## src/rtl/cpu_pkg.sv

```systemverilog
// Shared CPU core definitions: opcode classes, error codes and sequencer states.
package cpu_pkg;

  // Opcode classes, decoded from opcode[7:4]; HALT is a full 8-bit match.
  localparam logic [3:0] OPC_BR   = 4'hA;
  localparam logic [3:0] OPC_JMP  = 4'hB;
  localparam logic [3:0] OPC_CALL = 4'hC;
  localparam logic [3:0] OPC_RET  = 4'hD;
  localparam logic [7:0] OPC_HALT = 8'hFF;

  // Sticky error codes reported by the sequencer.
  localparam logic [1:0] ERR_NONE = 2'b00;
  localparam logic [1:0] ERR_OVF  = 2'b01;
  localparam logic [1:0] ERR_UNF  = 2'b10;

  // Sequencer states.
  typedef enum logic [1:0] {
    RUN   = 2'd0,
    FLUSH = 2'd1,
    HALT  = 2'd2
  } seq_state_t;

endpackage

```

## src/rtl/ret_stack.sv

```systemverilog
// Return-address LIFO. The caller decides what to do on overflow/underflow;
// push when full and pop when empty are simply ignored here.
module ret_stack #(
  parameter int DEPTH = 4,
  parameter int W     = 8
) (
  input  logic         clk,
  input  logic         rst,
  input  logic         push,
  input  logic         pop,
  input  logic [W-1:0] din,
  output logic [W-1:0] dout,
  output logic         full,
  output logic         empty
);

  localparam int IDX_W = $clog2(DEPTH);
  localparam int SP_W  = IDX_W + 1;
  localparam logic [SP_W-1:0] DEPTH_SP = SP_W'(DEPTH);

  logic [SP_W-1:0]  sp_reg;
  logic [W-1:0]     mem_reg [DEPTH];
  logic [IDX_W-1:0] top_idx;
  logic [IDX_W-1:0] push_idx;

  assign full     = (sp_reg == DEPTH_SP);
  assign empty    = (sp_reg == '0);
  assign push_idx = sp_reg[IDX_W-1:0];
  assign top_idx  = IDX_W'(sp_reg - SP_W'(1));
  // Top of stack is read combinationally so a return redirects in one cycle.
  assign dout     = mem_reg[top_idx];

  // Stack pointer: one step up on push, one step down on pop.
  always_ff @(posedge clk) begin
    if (!rst) begin
      sp_reg <= '0;
    end else if (push && !full) begin
      sp_reg <= sp_reg + SP_W'(1);
    end else if (pop && !empty) begin
      sp_reg <= sp_reg - SP_W'(1);
    end
  end

  // Entry storage; reset wipes contents so no stale return address survives.
  always_ff @(posedge clk) begin
    if (!rst) begin
      for (int i = 0; i < DEPTH; i++) begin
        mem_reg[i] <= '0;
      end
    end else if (push && !full) begin
      mem_reg[push_idx] <= din;
    end
  end

endmodule

```

## src/rtl/branch_sequencer.sv

```systemverilog
// Program-counter sequencer: picks the next PC from opcode class, target and
// the condition flag, keeps a return stack, and flushes fetch after redirects.
module branch_sequencer
  import cpu_pkg::*;
#(
  parameter int              PC_W      = 8,
  parameter int              RET_DEPTH = 4,
  parameter logic [PC_W-1:0] RESET_PC  = '0
) (
  input  logic            clk,
  input  logic            rst,
  input  logic            en,
  input  logic            instr_valid,
  output logic            instr_ready,
  input  logic [7:0]      opcode,
  input  logic [PC_W-1:0] target,
  input  logic            cond_i,
  output logic [PC_W-1:0] pc,
  output logic            flush,
  output logic            halted,
  output logic [1:0]      err
);

  seq_state_t      state_reg, state_next;
  logic [PC_W-1:0] pc_reg, pc_next;
  logic            halted_reg, halted_next;
  logic [1:0]      err_reg, err_next;

  logic            accept;
  logic [PC_W-1:0] pc_inc;
  logic            stk_push, stk_pop;
  logic [PC_W-1:0] stk_top;
  logic            stk_full, stk_empty;

  assign accept = en && instr_valid && (state_reg == RUN);
  assign pc_inc = pc_reg + PC_W'(1);

  ret_stack #(
    .DEPTH (RET_DEPTH),
    .W     (PC_W)
  ) u_ret_stack (
    .clk   (clk),
    .rst   (rst),
    .push  (stk_push),
    .pop   (stk_pop),
    .din   (pc_inc),
    .dout  (stk_top),
    .full  (stk_full),
    .empty (stk_empty)
  );

  // Next-state decode: redirects go through FLUSH, stack faults latch HALT.
  always_comb begin
    state_next  = state_reg;
    pc_next     = pc_reg;
    halted_next = halted_reg;
    err_next    = err_reg;
    stk_push    = 1'b0;
    stk_pop     = 1'b0;
    case (state_reg)
      RUN: begin
        if (accept) begin
          if (opcode == OPC_HALT) begin
            halted_next = 1'b1;
            state_next  = HALT;
          end else begin
            case (opcode[7:4])
              OPC_BR: begin
                if (cond_i) begin
                  pc_next    = target;
                  state_next = FLUSH;
                end else begin
                  pc_next = pc_inc;
                end
              end
              OPC_JMP: begin
                pc_next    = target;
                state_next = FLUSH;
              end
              OPC_CALL: begin
                if (stk_full) begin
                  err_next    = ERR_OVF;
                  halted_next = 1'b1;
                  state_next  = HALT;
                end else begin
                  stk_push   = 1'b1;
                  pc_next    = target;
                  state_next = FLUSH;
                end
              end
              OPC_RET: begin
                if (stk_empty) begin
                  err_next    = ERR_UNF;
                  halted_next = 1'b1;
                  state_next  = HALT;
                end else begin
                  stk_pop    = 1'b1;
                  pc_next    = stk_top;
                  state_next = FLUSH;
                end
              end
              default: pc_next = pc_inc;
            endcase
          end
        end
      end
      FLUSH: begin
        if (en) begin
          state_next = RUN;
        end
      end
      HALT: begin
        state_next = HALT;
      end
      default: state_next = RUN;
    endcase
  end

  // State registers; reset overrides enable and any in-progress flush.
  always_ff @(posedge clk) begin
    if (!rst) begin
      state_reg  <= RUN;
      pc_reg     <= RESET_PC;
      halted_reg <= 1'b0;
      err_reg    <= ERR_NONE;
    end else begin
      state_reg  <= state_next;
      pc_reg     <= pc_next;
      halted_reg <= halted_next;
      err_reg    <= err_next;
    end
  end

  assign pc          = pc_reg;
  assign flush       = (state_reg == FLUSH);
  assign instr_ready = (state_reg == RUN);
  assign halted      = halted_reg;
  assign err         = err_reg;

endmodule

```

## config.mk

```make
export PLATFORM = sky130hd
export DESIGN_NAME = branch_sequencer
export DESIGN_NICKNAME = d
export VERILOG_FILES = /design/src/rtl/cpu_pkg.sv /design/src/rtl/ret_stack.sv /design/src/rtl/branch_sequencer.sv
export SDC_FILE = /design/constraint.sdc
export NUM_CORES = 1
export LEC_CHECK = 0
export ABC_AREA = 1
export BUFFER_PORTS_ARGS = -buffer_cell sky130_fd_sc_hd__buf_2
export CELL_PAD_IN_SITES_DETAIL_PLACEMENT = 1
export CELL_PAD_IN_SITES_GLOBAL_PLACEMENT = 1
export CORE_UTILIZATION = 43
export DETAILED_ROUTE_END_ITERATION = 8
export PLACE_DENSITY_LB_ADDON = 0.1
export SLEW_MARGIN = 20
export SYNTH_ARGS = -nofsm -noshare
export SYNTH_HDL_FRONTEND = slang
export SYNTH_SLANG_ARGS = --single-unit
```

## constraint.sdc

```tcl
create_clock -name clk -period 3.2 [get_ports clk]
set_clock_uncertainty 0.05 [all_clocks]
set_input_delay 0.8 -clock clk [delete_from_list [all_inputs] [get_ports clk]]
set_output_delay 0.8 -clock clk [all_outputs]
set_load 0.03 [all_outputs]
```

### Word-level counts from Yosys, hierarchy flattened

Memory sizes are Yosys's and may differ from the RTL's.
Cells that the tools add are included.

| word-level totals | value |
|---|---|
| memories | 1 |
| word-level logic and storage cells | 82 |
| bits in writable memories | 32 |
| flip-flop bits (word level) | 16 |

| cells by class | value |
|---|---|
| reductions and logical operators | 16 |
| multiplexer cells | 38 |
| bitwise gates (word level) | 1 |
| eq/ne operators | 18 |
| add/subtract/negate cells | 3 |

Memories:

| memory | depth | bits a word | rd ports | clocked after Yosys merged registers in | write ports | line | source |
|---|---|---|---|---|---|---|---|
| u_ret_stack.mem_reg | 4 | 8 | 1 | 0 | 4 | ret_stack.sv:22 | `logic [W-1:0] mem_reg [DEPTH];` |

Operator list:

| kind | number |
|---|---|
| $mux W8 | 4 |
| $pmux W8 S4 | 1 |
| $mux W1 | 18 |
| $mux W2 | 9 |
| $eq A4 B4 Y1 const B | 4 |
| $reduce_and A5 Y1 | 2 |
| $add A8 B1 Y8 const B | 1 |
| $eq A8 B8 Y1 const B | 1 |
| $pmux W2 S4 | 1 |
| $reduce_or A8 Y1 | 1 |
| $mux W3 | 2 |
| $ne A2 B1 Y1 const B | 3 |
| $ne A2 B2 Y1 const B | 3 |
| $ne A3 B2 Y1 const B | 2 |
| $ne A6 B1 Y1 const B | 1 |
| $pmux W2 S3 | 1 |
| $reduce_and A6 Y1 | 1 |
| $logic_and A1 B1 Y1 | 4 |
| $ne A4 B4 Y1 const B | 1 |
| $pmux W2 S2 | 1 |
| $reduce_and A4 Y1 | 1 |
| $reduce_bool A2 Y1 | 2 |
| $add A3 B1 Y3 const B | 1 |
| $eq A3 B3 Y1 const B | 1 |
| other kinds (9) | 10 |

### Logic depth before layout (Yosys ltp)

| logic depth | value |
|---|---|
| depth in word-level cells | 12 |
| depth in mapped cells | 12 |

### By module

From an unflattened synthesis, not the netlist that was laid out.

| unflattened totals | value |
|---|---|
| cells, all modules | 349 |
| area, all modules | 2698.8 um^2 |

Modules (own cells, without submodules):

| module | instances | area an instance (um^2) | sequential area each (um^2) | cells each |
|---|---|---|---|---|
| ret_stack | 1 | 1676.6 | 1021.0 | 165 |
| branch_sequencer | 1 | 1022.2 | 260.2 | 184 |

### Worst setup path before layout

OpenSTA, ideal clock, no wires.

| path | value |
|---|---|
| path type | input port to flip-flop |
| from | in opcode[5] |
| to | mem u_ret_stack.mem_reg[3][0], enable pin |
| buffers on the path | 1 |
| arrival | 2.075 ns |
| required time | 2.763 ns |
| setup slack | 0.688 ns |
| stages | 6 |
| cells stage by stage | buf_6 -> nor2_2 -> nand3_1 -> nor2_2 -> inv_2 -> o31ai_1 |

RTL lines:

| what | line | source |
|---|---|---|
| start: declaration | branch_sequencer.sv:15 | `input logic [7:0] opcode,` |
| end: declaration | ret_stack.sv:22 |  |

==> flow_summary.toml <==
[critical_path]
worstSetupEndpointType = "register"
crit_required_ps = 3130
cp_max_fo = 11
arrival_ps = 2360
path_class = "reg -> reg"
start_kind = "register"

[timing]
slew_viol_final = 0
setup_viol = 0
grt_setup_unrepaired = "false"
relSlewSlack_pct = 68.0
hold_viol_final = 0
fin_crit_sh_pct = 75.8
fin_setup_tns_ps = 0
worstMarginPinSlew_ps = 479
layout_setup_ws_ps = 774
fin_crit_ps = 2430
fmax_mhz = 412

[synthesis]
syn_inst = 387
synth_nets = 412
synthFlopType = "edfxtp_1"
yosys_register_bits = 48
synth_top_family_by_area = "simple AND/OR/NAND/NOR gates"
ys_top_cells_by_area = "edfxtp_1 33%, nand2_1 14%, dfxtp_1 11%, nor2_1 8.7%, nand3_1 4.4%"
async_flop_share_pct = 0
yosysMostFrequentCell = "nand2_1"
synth_mux_area_share_pct = 0
synth_cell_type_count = 38
synth.avg_cell_area_sq_um = 7.58
synth_top_area_share_pct = 32.8
synth_fa_ha_area_share_pct = 1.71
yosysTopAreaCell = "edfxtp_1"
ys_seq_area_share_pct = 43.7
yosys_warnings = 0
synth_common_cells = "112 x nand2_1, 68 x nor2_1, 32 x edfxtp_1, 32 x inv_1, 26 x nand3_1"
synth-simple-area-share_pct = 37.4
synth_compound_area_share_pct = 8.23
synth_edf_count = 32
synth-xor-area-share_pct = 0.597
syn_area_sq_mm = 0.00293

[power]
peakVddDrop_v = 0.000185
switching_share_pct = 28.5
p_comb_share_pct = 13.4
power.density_mw_per_mm2 = 380
p_leak_nw = 1.32
pwr-share-clk_pct = 30.2
switchingPower_uw = 350
power.share.sequential_pct = 56.3
p_int_uw = 879

[final_layout]
diodes = 0
final_util_pct = 50.0
largest_reg_flops = 32
multi_input_area_sq_mm = 0.00141
final_cell_area_sq_mm = 0.00323
seq_area_sq_mm = 0.00128
drive_gt1_share_pct = 19.8
n_fill_cell = 851
nNetsFinal = 444
synthToLayoutAreaGrowth_pct = 10.1

[placement]
pre_cts_ws_ps = 585
postPlaceCellArea_sq_mm = 0.00314
port_buffers = 33
hpwl_um = 6310
routabilityCongestion = 0.867

[clock_tree]
path_clk_slew_ps = 90
cts_root_buffer = "clkbuf_8"
cts_hold_buf = 0
cts_resized = 0
postCtsSetupBuffers = 0
clk-insertion-delay-late_ps = 300
cts_tree = "built"
cts.sinks = 48
cts_buffer_depth = 2
htreeDepth = 2
cts-buffers-inserted = 5

[route]
vias = 2559
route.detailed.drc = 0
drt_first_iter_violations = 99
wl_per_cell_um = 16.1
dr.pass1.iters = 4
vias_per_cell = 5.15
finalWirelength_um = 8020
postRouteAntennaNets = 0

[global_route]
grt_first_pass_wirelength_um = 13000
antenna_found_initial = 0
overflow = 0
grt_max_degree = 22
grtUsageTotal_pct = 23.7
grt_pass1_vias = 2565

[floorplan]
die_h_um = 84.6
rows = 29
core-area_sq_mm = 0.00646
die_w_um = 84.6
initial_utilization_pct = 45.4
io-pin-count = 34
dieArea_sq_mm = 0.00716

[job]
drv_cap = 0

[run_status]
outcome = "complete, no violations"

[min_path]
hp-class = "reg -> reg"
[final cells by class]
class / count / area share, %
multi-input combinational: 284 / 43.5
sequential: 48 / 39.7
timing repair buffer: 36 / 5.81
inverter: 44 / 5.34
tap: 77 / 2.98
clock buffer: 5 / 2.13
clock inverter: 3 / 0.581
[layer usage]
layer | wire [um] | track usage [%]
met1 | 3910 | 32.6
met2 | 3750 | 39.6
met3 | 260 | 3.34
met4 | 97 | 5.70
met5 | 0 | 0
[cells in the final DEF (no fill, tap or decap), drive strengths merged, types with 3 or more instances in the layout]
master | synthesis | final
nand2 | 118 | 118
nor2 | 81 | 81
inv | 39 | 39
buf | 10 | 36
edfxtp | 32 | 32
nand3 | 31 | 31
a21oi | 19 | 19
o21ai | 17 | 17
dfxtp | 16 | 16
clkinv | 5 | 6
clkbuf | 1 | 5
ha | 4 | 4
nand4 | 3 | 3
nor3 | 3 | 3
[worst max-delay path, stage by stage, from the launching register on]
cell and delay [ps]:
dfxtp_1 440, inv_1 200, ha_1 260, nand2_2 90, nand3_1 130, clkinv_1 100
nand4_4 210, inv_4 160, nand3_4 150, nand2_1 300
[power groups by stage]
| stage | combinational [mW] | sequential, mW | clock (mW) |
|---|---|---|---|
| after floorplan | 0.104 | 0.713 | 0 |
| after global placement | 0.163 | 0.706 | 0 |
| after detailed placement | 0.166 | 0.707 | 0 |
| after CTS | 0.167 | 0.692 | 0.376 |
| after global routing | 0.184 | 0.695 | 0.400 |
| final | 0.165 | 0.692 | 0.371 |
[through the flow]
| step | std cells | power [mW] | hold slack [ps] |
|---|---|---|---|
| detailed placement | 489 | 0.872 | 390 |
| finish | 497 | 1.23 | 400 |
| global placement | 489 | 0.868 | 388 |
| floorplan | 387 | 0.817 | 455 |
| global route | 497 | 1.28 | 450 |
| CTS | 497 | 1.23 | 404 |
[cells by family (layout without fill, tap and decap cells)]
kind of cell	Yosys count	in the layout
fa+ha+maj	4	4
simple gates	237	237
xor+xnor	2	2
compound gates	41	41
flops	48	48
buf+inv	55	88
[path summary, 6_finish.rpt]
path                                       startpoint                         to  slack, ps  cells past startpoint
worst max-delay path            u_ret_stack.sp_reg[1]  u_ret_stack.mem_reg[0][6]        770                      9
worst min-delay path                           halted                     halted        400                      2
worst max register to register  u_ret_stack.sp_reg[1]  u_ret_stack.mem_reg[0][6]        770                      9
worst min register to register                 halted                     halted        400                      2
Power figures use the tool's default switching activity.
